<file path="src/rtl/pixel_stage_sequencer_pkg.sv">
`default_nettype none
// ============================================================================
// Module   : pixel_seq_pkg
// Brief    : Shared types and constants for the pixel stage sequencer.
// Revision : 1.0
// ============================================================================
package pixel_seq_pkg;

  localparam int c_ADDR_W      = 18;
  localparam int c_DATA_W      = 32;
  localparam int c_STAGE_IDX_W = 3;

  typedef enum logic [2:0] {
    S_IDLE  = 3'd0,
    S_SCAN  = 3'd1,
    S_RUN   = 3'd2,
    S_DRAIN = 3'd3,
    S_DONE  = 3'd4
  } seq_state_t;

endpackage
`default_nettype wire

</file>
<file path="src/rtl/pixel_stage_sequencer_if.sv">
`default_nettype none
// ============================================================================
// Module   : pixel_stage_sequencer_if
// Brief    : Stage handshake and shared SRAM port bundle.
// Revision : 1.0
// ============================================================================
interface pixel_stage_sequencer_if
  import pixel_seq_pkg::*;
#(
  parameter int NUM_STAGES = 4,
  parameter int ADDR_W     = c_ADDR_W,
  parameter int DATA_W     = c_DATA_W
);

  logic [NUM_STAGES-1:0]        stage_enable;
  logic [NUM_STAGES-1:0]        stage_done;
  logic [NUM_STAGES*ADDR_W-1:0] stage_address;
  logic [NUM_STAGES*DATA_W-1:0] stage_data_write;
  logic [NUM_STAGES-1:0]        stage_wren;
  logic [ADDR_W-1:0]            address;
  logic [DATA_W-1:0]            data_write;
  logic                         wren;

  modport master (
    output stage_enable, address, data_write, wren,
    input  stage_done, stage_address, stage_data_write, stage_wren
  );

  modport slave (
    input  stage_enable, address, data_write, wren,
    output stage_done, stage_address, stage_data_write, stage_wren
  );

endinterface
`default_nettype wire

</file>
<file path="src/rtl/pixel_stage_sequencer_pick_next.sv">
`default_nettype none
// ============================================================================
// Module   : stage_pick_next
// Brief    : Lowest-set-bit priority encoder over the pending stage mask.
// Revision : 1.0
// ============================================================================
module stage_pick_next
  import pixel_seq_pkg::*;
#(
  parameter int NUM_STAGES = 4
) (
  input  wire logic [NUM_STAGES-1:0]    pending,
  output logic      [c_STAGE_IDX_W-1:0] index,
  output logic                          valid
);

  always_comb begin
    index = '0;
    valid = |pending;
    // Descending scan so the lowest set bit is the last to write index
    for (int i = NUM_STAGES - 1; i >= 0; i--) begin
      if (pending[i]) begin
        index = c_STAGE_IDX_W'(i);
      end
    end
  end

endmodule
`default_nettype wire

</file>
<file path="src/rtl/pixel_stage_sequencer.sv">
`default_nettype none
// ============================================================================
// Module   : pixel_stage_sequencer
// Brief    : Runs image stages one at a time on the shared frame SRAM port.
// Revision : 1.0
// ============================================================================
module pixel_stage_sequencer
  import pixel_seq_pkg::*;
#(
  parameter int NUM_STAGES = 4,
  parameter int ADDR_W     = c_ADDR_W,
  parameter int DATA_W     = c_DATA_W,
  parameter int TIMEOUT    = 1048575
) (
  input  wire logic                          clk,
  input  wire logic                          reset,
  input  wire logic                          pause,
  input  wire logic                          enable_sequence,
  input  wire logic [NUM_STAGES-1:0]         stage_mask,
  pixel_stage_sequencer_if.master            bus,
  output logic                               sequence_done,
  output logic                               sequence_error,
  output logic      [c_STAGE_IDX_W-1:0]      error_stage,
  output logic      [c_STAGE_IDX_W-1:0]      active_stage
);

  localparam int c_WD_W = $clog2(TIMEOUT + 1);

  seq_state_t                 r_state,     w_state_nxt;
  logic [NUM_STAGES-1:0]      r_pending,   w_pending_nxt;
  logic [c_STAGE_IDX_W-1:0]   r_active,    w_active_nxt;
  logic [c_WD_W-1:0]          r_wdog,      w_wdog_nxt;
  logic                       r_seq_err,   w_seq_err_nxt;
  logic [c_STAGE_IDX_W-1:0]   r_err_stage, w_err_stage_nxt;

  logic [c_STAGE_IDX_W-1:0]   w_pick_idx;
  logic                       w_pick_valid;
  logic [NUM_STAGES-1:0]      w_pick_onehot;
  logic [NUM_STAGES-1:0]      w_active_onehot;
  logic                       w_active_done;
  logic                       w_run;
  logic [ADDR_W-1:0]          w_address;
  logic [DATA_W-1:0]          w_data_write;
  logic                       w_wren;

  stage_pick_next #(
    .NUM_STAGES (NUM_STAGES)
  ) u_pick (
    .pending (r_pending),
    .index   (w_pick_idx),
    .valid   (w_pick_valid)
  );

  assign w_pick_onehot   = NUM_STAGES'(1) << w_pick_idx;
  assign w_active_onehot = NUM_STAGES'(1) << r_active;
  assign w_active_done   = |(bus.stage_done & w_active_onehot);
  assign w_run           = (r_state == S_RUN);

  always_ff @(posedge clk) begin
    if (reset) begin
      r_state     <= S_IDLE;
      r_pending   <= '0;
      r_active    <= '0;
      r_wdog      <= '0;
      r_seq_err   <= 1'b0;
      r_err_stage <= '0;
    end else begin
      r_state     <= w_state_nxt;
      r_pending   <= w_pending_nxt;
      r_active    <= w_active_nxt;
      r_wdog      <= w_wdog_nxt;
      r_seq_err   <= w_seq_err_nxt;
      r_err_stage <= w_err_stage_nxt;
    end
  end

  always_comb begin
    w_state_nxt     = r_state;
    w_pending_nxt   = r_pending;
    w_active_nxt    = r_active;
    w_wdog_nxt      = r_wdog;
    w_seq_err_nxt   = r_seq_err;
    w_err_stage_nxt = r_err_stage;
    if (!pause) begin
      case (r_state)
        S_IDLE: begin
          if (enable_sequence) begin
            w_pending_nxt   = stage_mask;
            w_seq_err_nxt   = 1'b0;
            w_err_stage_nxt = '0;
            w_state_nxt     = S_SCAN;
          end
        end
        S_SCAN: begin
          if (!enable_sequence) begin
            w_state_nxt = S_IDLE;
          end else if (w_pick_valid) begin
            w_active_nxt  = w_pick_idx;
            w_pending_nxt = r_pending & ~w_pick_onehot;
            w_wdog_nxt    = '0;
            w_state_nxt   = S_RUN;
          end else begin
            w_state_nxt = S_DONE;
          end
        end
        S_RUN: begin
          if (!enable_sequence) begin
            w_state_nxt = S_IDLE;
          end else if (w_active_done) begin
            w_state_nxt = S_DRAIN;
          end else if (r_wdog == c_WD_W'(TIMEOUT)) begin
            // A hung stage ends the whole sequence, not just its own turn
            w_seq_err_nxt   = 1'b1;
            w_err_stage_nxt = r_active;
            w_pending_nxt   = '0;
            w_state_nxt     = S_DRAIN;
          end else begin
            w_wdog_nxt = r_wdog + 1'b1;
          end
        end
        S_DRAIN: begin
          if (!enable_sequence) begin
            w_state_nxt = S_IDLE;
          end else if (!w_active_done) begin
            w_state_nxt = S_SCAN;
          end
        end
        S_DONE: begin
          if (!enable_sequence) begin
            w_state_nxt = S_IDLE;
          end
        end
        default: begin
          w_state_nxt = S_IDLE;
        end
      endcase
    end
  end

  // Zero-latency port mux: selection depends only on registered state
  always_comb begin
    w_address    = '0;
    w_data_write = '0;
    w_wren       = 1'b0;
    if (w_run) begin
      for (int i = 0; i < NUM_STAGES; i++) begin
        if (r_active == c_STAGE_IDX_W'(i)) begin
          w_address    = bus.stage_address[i*ADDR_W +: ADDR_W];
          w_data_write = bus.stage_data_write[i*DATA_W +: DATA_W];
          w_wren       = bus.stage_wren[i];
        end
      end
    end
  end

  assign bus.stage_enable = (w_run && enable_sequence) ? w_active_onehot : '0;
  assign bus.address      = w_address;
  assign bus.data_write   = w_data_write;
  assign bus.wren         = w_wren;

  assign sequence_done  = (r_state == S_DONE);
  assign sequence_error = r_seq_err;
  assign error_stage    = r_err_stage;
  assign active_stage   = r_active;

endmodule
`default_nettype wire

</file>
<file path="src/flat_wrapper.sv">
// flat-port wrapper written by rule: the top's interface ports become plain ports
module pixel_stage_sequencer_flat import pixel_seq_pkg::*;
#(
  parameter int NUM_STAGES = 4,
  parameter int ADDR_W     = c_ADDR_W,
  parameter int DATA_W     = c_DATA_W,
  parameter int TIMEOUT    = 1048575
)
  (clk, reset, pause, enable_sequence, stage_mask, sequence_done, sequence_error, error_stage, active_stage, bus_stage_enable, bus_address, bus_data_write, bus_wren, bus_stage_done, bus_stage_address, bus_stage_data_write, bus_stage_wren);
  pixel_stage_sequencer_if #(.NUM_STAGES(NUM_STAGES), .ADDR_W(ADDR_W), .DATA_W(DATA_W)) bus_i ();
  input  wire logic clk;
  input  wire logic reset;
  input  wire logic pause;
  input  wire logic enable_sequence;
  input  wire logic [NUM_STAGES-1:0] stage_mask;
  output logic sequence_done;
  output logic sequence_error;
  output logic      [c_STAGE_IDX_W-1:0] error_stage;
  output logic      [c_STAGE_IDX_W-1:0] active_stage;
  output wire logic [$bits(bus_i.stage_enable)-1:0] bus_stage_enable;
  output wire logic [$bits(bus_i.address)-1:0] bus_address;
  output wire logic [$bits(bus_i.data_write)-1:0] bus_data_write;
  output wire logic [$bits(bus_i.wren)-1:0] bus_wren;
  input wire logic [$bits(bus_i.stage_done)-1:0] bus_stage_done;
  input wire logic [$bits(bus_i.stage_address)-1:0] bus_stage_address;
  input wire logic [$bits(bus_i.stage_data_write)-1:0] bus_stage_data_write;
  input wire logic [$bits(bus_i.stage_wren)-1:0] bus_stage_wren;
  assign bus_stage_enable = bus_i.stage_enable;
  assign bus_address = bus_i.address;
  assign bus_data_write = bus_i.data_write;
  assign bus_wren = bus_i.wren;
  assign bus_i.stage_done = bus_stage_done;
  assign bus_i.stage_address = bus_stage_address;
  assign bus_i.stage_data_write = bus_stage_data_write;
  assign bus_i.stage_wren = bus_stage_wren;
  pixel_stage_sequencer #(.NUM_STAGES(NUM_STAGES), .ADDR_W(ADDR_W), .DATA_W(DATA_W), .TIMEOUT(TIMEOUT)) u_core (.clk(clk), .reset(reset), .pause(pause), .enable_sequence(enable_sequence), .stage_mask(stage_mask), .bus(bus_i), .sequence_done(sequence_done), .sequence_error(sequence_error), .error_stage(error_stage), .active_stage(active_stage));
endmodule
</file>
<file path="config.mk">
export PLATFORM = sky130hd
export DESIGN_NAME = pixel_stage_sequencer_flat
export DESIGN_NICKNAME = d
export VERILOG_FILES = /design/src/rtl/pixel_stage_sequencer_pkg.sv /design/src/rtl/pixel_stage_sequencer_if.sv /design/src/rtl/pixel_stage_sequencer_pick_next.sv /design/src/rtl/pixel_stage_sequencer.sv /design/src/flat_wrapper.sv
export SDC_FILE = /design/constraint.sdc
export NUM_CORES = 1
export LEC_CHECK = 0
export ABC_AREA = 1
export BUFFER_PORTS_ARGS = -buffer_cell sky130_fd_sc_hd__clkbuf_2
export CORE_AREA = 2 2 107 109
export DETAILED_ROUTE_END_ITERATION = 12
export DIE_AREA = 0 0 109 111
export GPL_ROUTABILITY_DRIVEN = 0
export GPL_TIMING_DRIVEN = 0
export PLACE_DENSITY = 0.8
export SYNTH_ARGS = -nofsm -noshare
export SYNTH_HDL_FRONTEND = slang
export SYNTH_SLANG_ARGS = --single-unit
</file>
<file path="constraint.sdc">
create_clock -name clk -period 3.7 [get_ports clk]
set_clock_uncertainty 0.15 [all_clocks]
set_input_delay 0.74 -clock clk [delete_from_list [all_inputs] [get_ports clk]]
set_output_delay 0.74 -clock clk [all_outputs]
set_load 0.02 [all_outputs]
</file>
==> results.txt <==
----------------------------------------------------
[GRT]
  Global-route wire length before repair ... 27400 µm
  Total global routing track utilization ... between 20 and 30%
  Number of antenna violations at the first check in global routing ... 10
  Pin count of the biggest net entering global routing ... 11
  Via count of the first global-routing pass ... approximately 5.4k
  Gr ovfl total ... 0

[Cells and area]
  Most frequent cells in the layout ... sky130_fd_sc_hd__clkbuf_2 (276), sky130_fd_sc_hd__nand2_1 (148), sky130_fd_sc_hd__nor2_1 (105)
  Post-layout net count ... 1194
  Area growth from synthesis to final layout ... 44.8%
  Fraction of layout cells with a size suffix above 1 ... between 30% and 40%
  Most frequent standard cell in the layout excluding fill and tap cells ... sky130_fd_sc_hd__clkbuf_2

[Timing]
  Headroom to the max-slew limit ... ~57%
  Minimum clock period after layout ... around 3.5 ns
  Post-layout worst setup margin ... around 0.22 ns
  Worst-margin pin slew ... between 0.6 and 0.7 ns
  Final-layout worst hold slack ... 0.316 ns
  Final count of hold timing violations ... 0
  RSZ-0062 raised after global routing ... no
  Ratio of final minimum period to clock period ... 94.1%
  Final setup viols ... 0
  Slew Viols, Final ... 0
  Fmax ... 287 MHz
  Sum of negative setup slack ... 0 ns

[Job]
  Max cap viols ... 0

[Clock tree]
  Clock Sink Count ... 32
  CTS Root Buffer Type ... sky130_fd_sc_hd__clkbuf_16
  Clock transition time at the flip-flop clock pins of the worst setup and hold paths ... about 0.050 ns
  Count of hold buffers inserted by post-cts repair ... 0
  Buffer depth of the longest clock path ... 2
  Number of H-tree levels ... 2
  TritonCTS Buffers ... 5
  Number of buffers inserted to repair setup after CTS ... 0
  Later-pin clock latency in the skew report ... ~0.28 ns
  # resized after CTS ... 0
  TritonCTS clock tree ... built

[Logic synthesis]
  Compound-Gate Fraction of Synth Area ... 21.8%
  Mapped Avg Cell Area ... 5.53 µm²
  Number of flip-flops and latches in the synthesized netlist ... 32
  Largest family of logic cells by synthesized area ... simple AND/OR/NAND/NOR gates
  Adder-cell share of the synthesized area ... 0.326%
  Synthesized netlist cell count ... 693
  Cell area after synthesis ... 0.00383 mm²
  Proportion of synthesized area in mux cells ... 0%
  Yosys warnings ... 0
  Synth Area in Simple Gates ... 46.3%
  Xor and xnor area share after synthesis ... less than 1%
  Count of unique library cells instantiated by Yosys ... 32
  Sequential element share of the synthesized area ... between 10% and 20%

[Setup path]
  Slowest cell on crit path ... sky130_fd_sc_hd__dfxtp_1
  Endpoint required time on the critical path ... ~2.8 ns
  Largest delay share family, worst path ... buffers and inverters
  CP Capture Type ... output port
  Maximum single-stage delay on the critical path ... 0.54 ns
  Number of cells on the worst reg-to-reg path ... 9
  Number of buffer and inverter stages on the critical path ... 4
  Arrival time at the worst endpoint ... 2.59 ns
  Category of the worst setup path launch point ... register
  List of cells traversed by the critical path ... buf_2, nor2_1, inv_1, clkbuf_1, o221ai_1, a21oi_1, clkbuf_2
  Class of the most critical setup path ... reg2out
  Crit Path Max Fanout ... 10
  Number of gates on the worst path with buffers counted ... 7

[Floorplanning]
  Die outline height ... 111 µm
  Core region area ... 0.0111 mm²
  Count of standard-cell rows ... 39
  Starting density of the core ... 34.6%
  Total Die Area ... between 0.01 and 0.015 mm²
  Horizontal die dimension ... 109 µm
  I/O Pins ... 279

[Power and ir drop]
  Cell Pwr Density ... 257 mW/mm²
  Maximum ir drop on the vdd rail ... between 200 and 250 µV
  Leakage ... 2.97 nW

[Placed design]
  Pre-CTS setup slack ... about 0.54 ns
  Port bufs ... 276
  Detailed Place HPWL ... 14800 µm

[Drt]
  Drt drc ... 0
  Number of vias in the routed layout ... 5956
  Mean routed wirelength per cell ... 16.1 µm
  Number of design-rule violations left by the first detailed-router iteration ... between 600 and 700
  Post-route ant nets ... 0
  Aggregate routed wire length ... between 15000 and 20000 µm
  Drt first pass iters ... 5
  Via count normalized by instance count ... 5.28

[Status]
  Outcome ... finished, final reports clean

[Hold path]
  Path category of the worst min-delay check ... reg2reg
  Number of cells traversed by the worst hold path ... 2

----------------------------------------------------
==> logic make-up (layout without fill, tap and decap cells) <==
| kind of cell | count (synthesis) | count (layout) |
|---|---|---|
| compound gates | 135 | 135 |
| xor+xnor | 1 | 1 |
| fa+ha+maj | 1 | 1 |
| flops | 32 | 32 |
| buf+inv | 131 | 414 |
| other cells | 1 | 10 |
| simple gates | 392 | 392 |
==> state kept, by name, summed over array words and instances (netlist names) <==
register               cells
u_core.error_stage         2
u_core.r_pending           4
u_core.active_stage        2
u_core.sequence_error      1
u_core.r_state             3
u_core.r_wdog             20
==> final timing paths <==
path                                        from                                  to  slack [ns]
min           u_core.error_stage[0]$_SDFFE_PP0P_  u_core.error_stage[0]$_SDFFE_PP0P_        0.32
max reg2reg  u_core.active_stage[0]$_SDFFE_PP0P_  u_core.error_stage[1]$_SDFFE_PP0P_        1.70
min reg2reg   u_core.error_stage[0]$_SDFFE_PP0P_  u_core.error_stage[0]$_SDFFE_PP0P_        0.32
max          u_core.active_stage[0]$_SDFFE_PP0P_                  bus_data_write[25]        0.22
==> metal layers <==
layer,vias to the layer above,GRT usage [%],share of wire [%]
li1,2904,-,-
met1,2680,38.1,42
met2,319,43.0,42
met3,47,11.7,13
met4,6,9.15,2.5
met5,-,0,0.29
==> worst min-delay path, stage by stage (launching register included) <==
cell	delay, ns
sky130_fd_sc_hd__dfxtp_1	0.30
sky130_fd_sc_hd__nand2_1	0.06
sky130_fd_sc_hd__a21oi_1	0.05
==> synthesized netlist by cell type (all sizes together) <==
| master | number | area [µm²] |
|---|---|---|
| o21ai | 37 | 185 |
| nor3 | 10 | 61.3 |
| nand4 | 26 | 163 |
| inv | 81 | 304 |
| conb | 1 | 3.75 |
| clkinv | 1 | 3.75 |
| dfxtp | 32 | 641 |
| nand3 | 87 | 463 |
| nor4 | 1 | 6.26 |
| o221ai | 24 | 210 |
| o211ai | 27 | 203 |
| a21oi | 46 | 230 |
| buf | 30 | 180 |
| nand2 | 153 | 602 |
| or2 | 1 | 6.26 |
| xor2 | 1 | 8.76 |
| clkbuf | 19 | 71.3 |
| nor2 | 112 | 458 |
| nor3b | 2 | 15.0 |
| ha | 1 | 12.5 |
| o31ai | 1 | 7.51 |
==> power breakdown <==
part | switching (mW) | internal [mW] | leakage, nW
logic | 0.392 | 0.247 | 2.64
registers | 0.0207 | 0.366 | 0.259
clock network | 0.154 | 0.244 | 0.0668
==> area by class of cell <==
cell class / instances / area [µm²]
multi-input combinational: 531 / 2640
fill: 1203 / 5520
buffer: 49 / 251
tap: 143 / 179
clock inverter: 1 / 5.00
sequential: 32 / 641
inverter: 82 / 308
clock buffer: 6 / 129
timing repair buffer: 276 / 1380
antenna: 8 / 20.0
==> per-stage QoR <==
step                utilization, %  area [µm²]  total power [mW]  std cells
finish                        50.1        5550              1.42       1128
global route                  49.9        5530              1.50       1120
CTS                           49.9        5530              1.42       1120
detailed placement            48.7        5400              1.02       1113
global placement              48.7        5400              1.01       1113
floorplan                        -        3840             0.769        694
No activity file was read; power rests on OpenSTA's default activity.
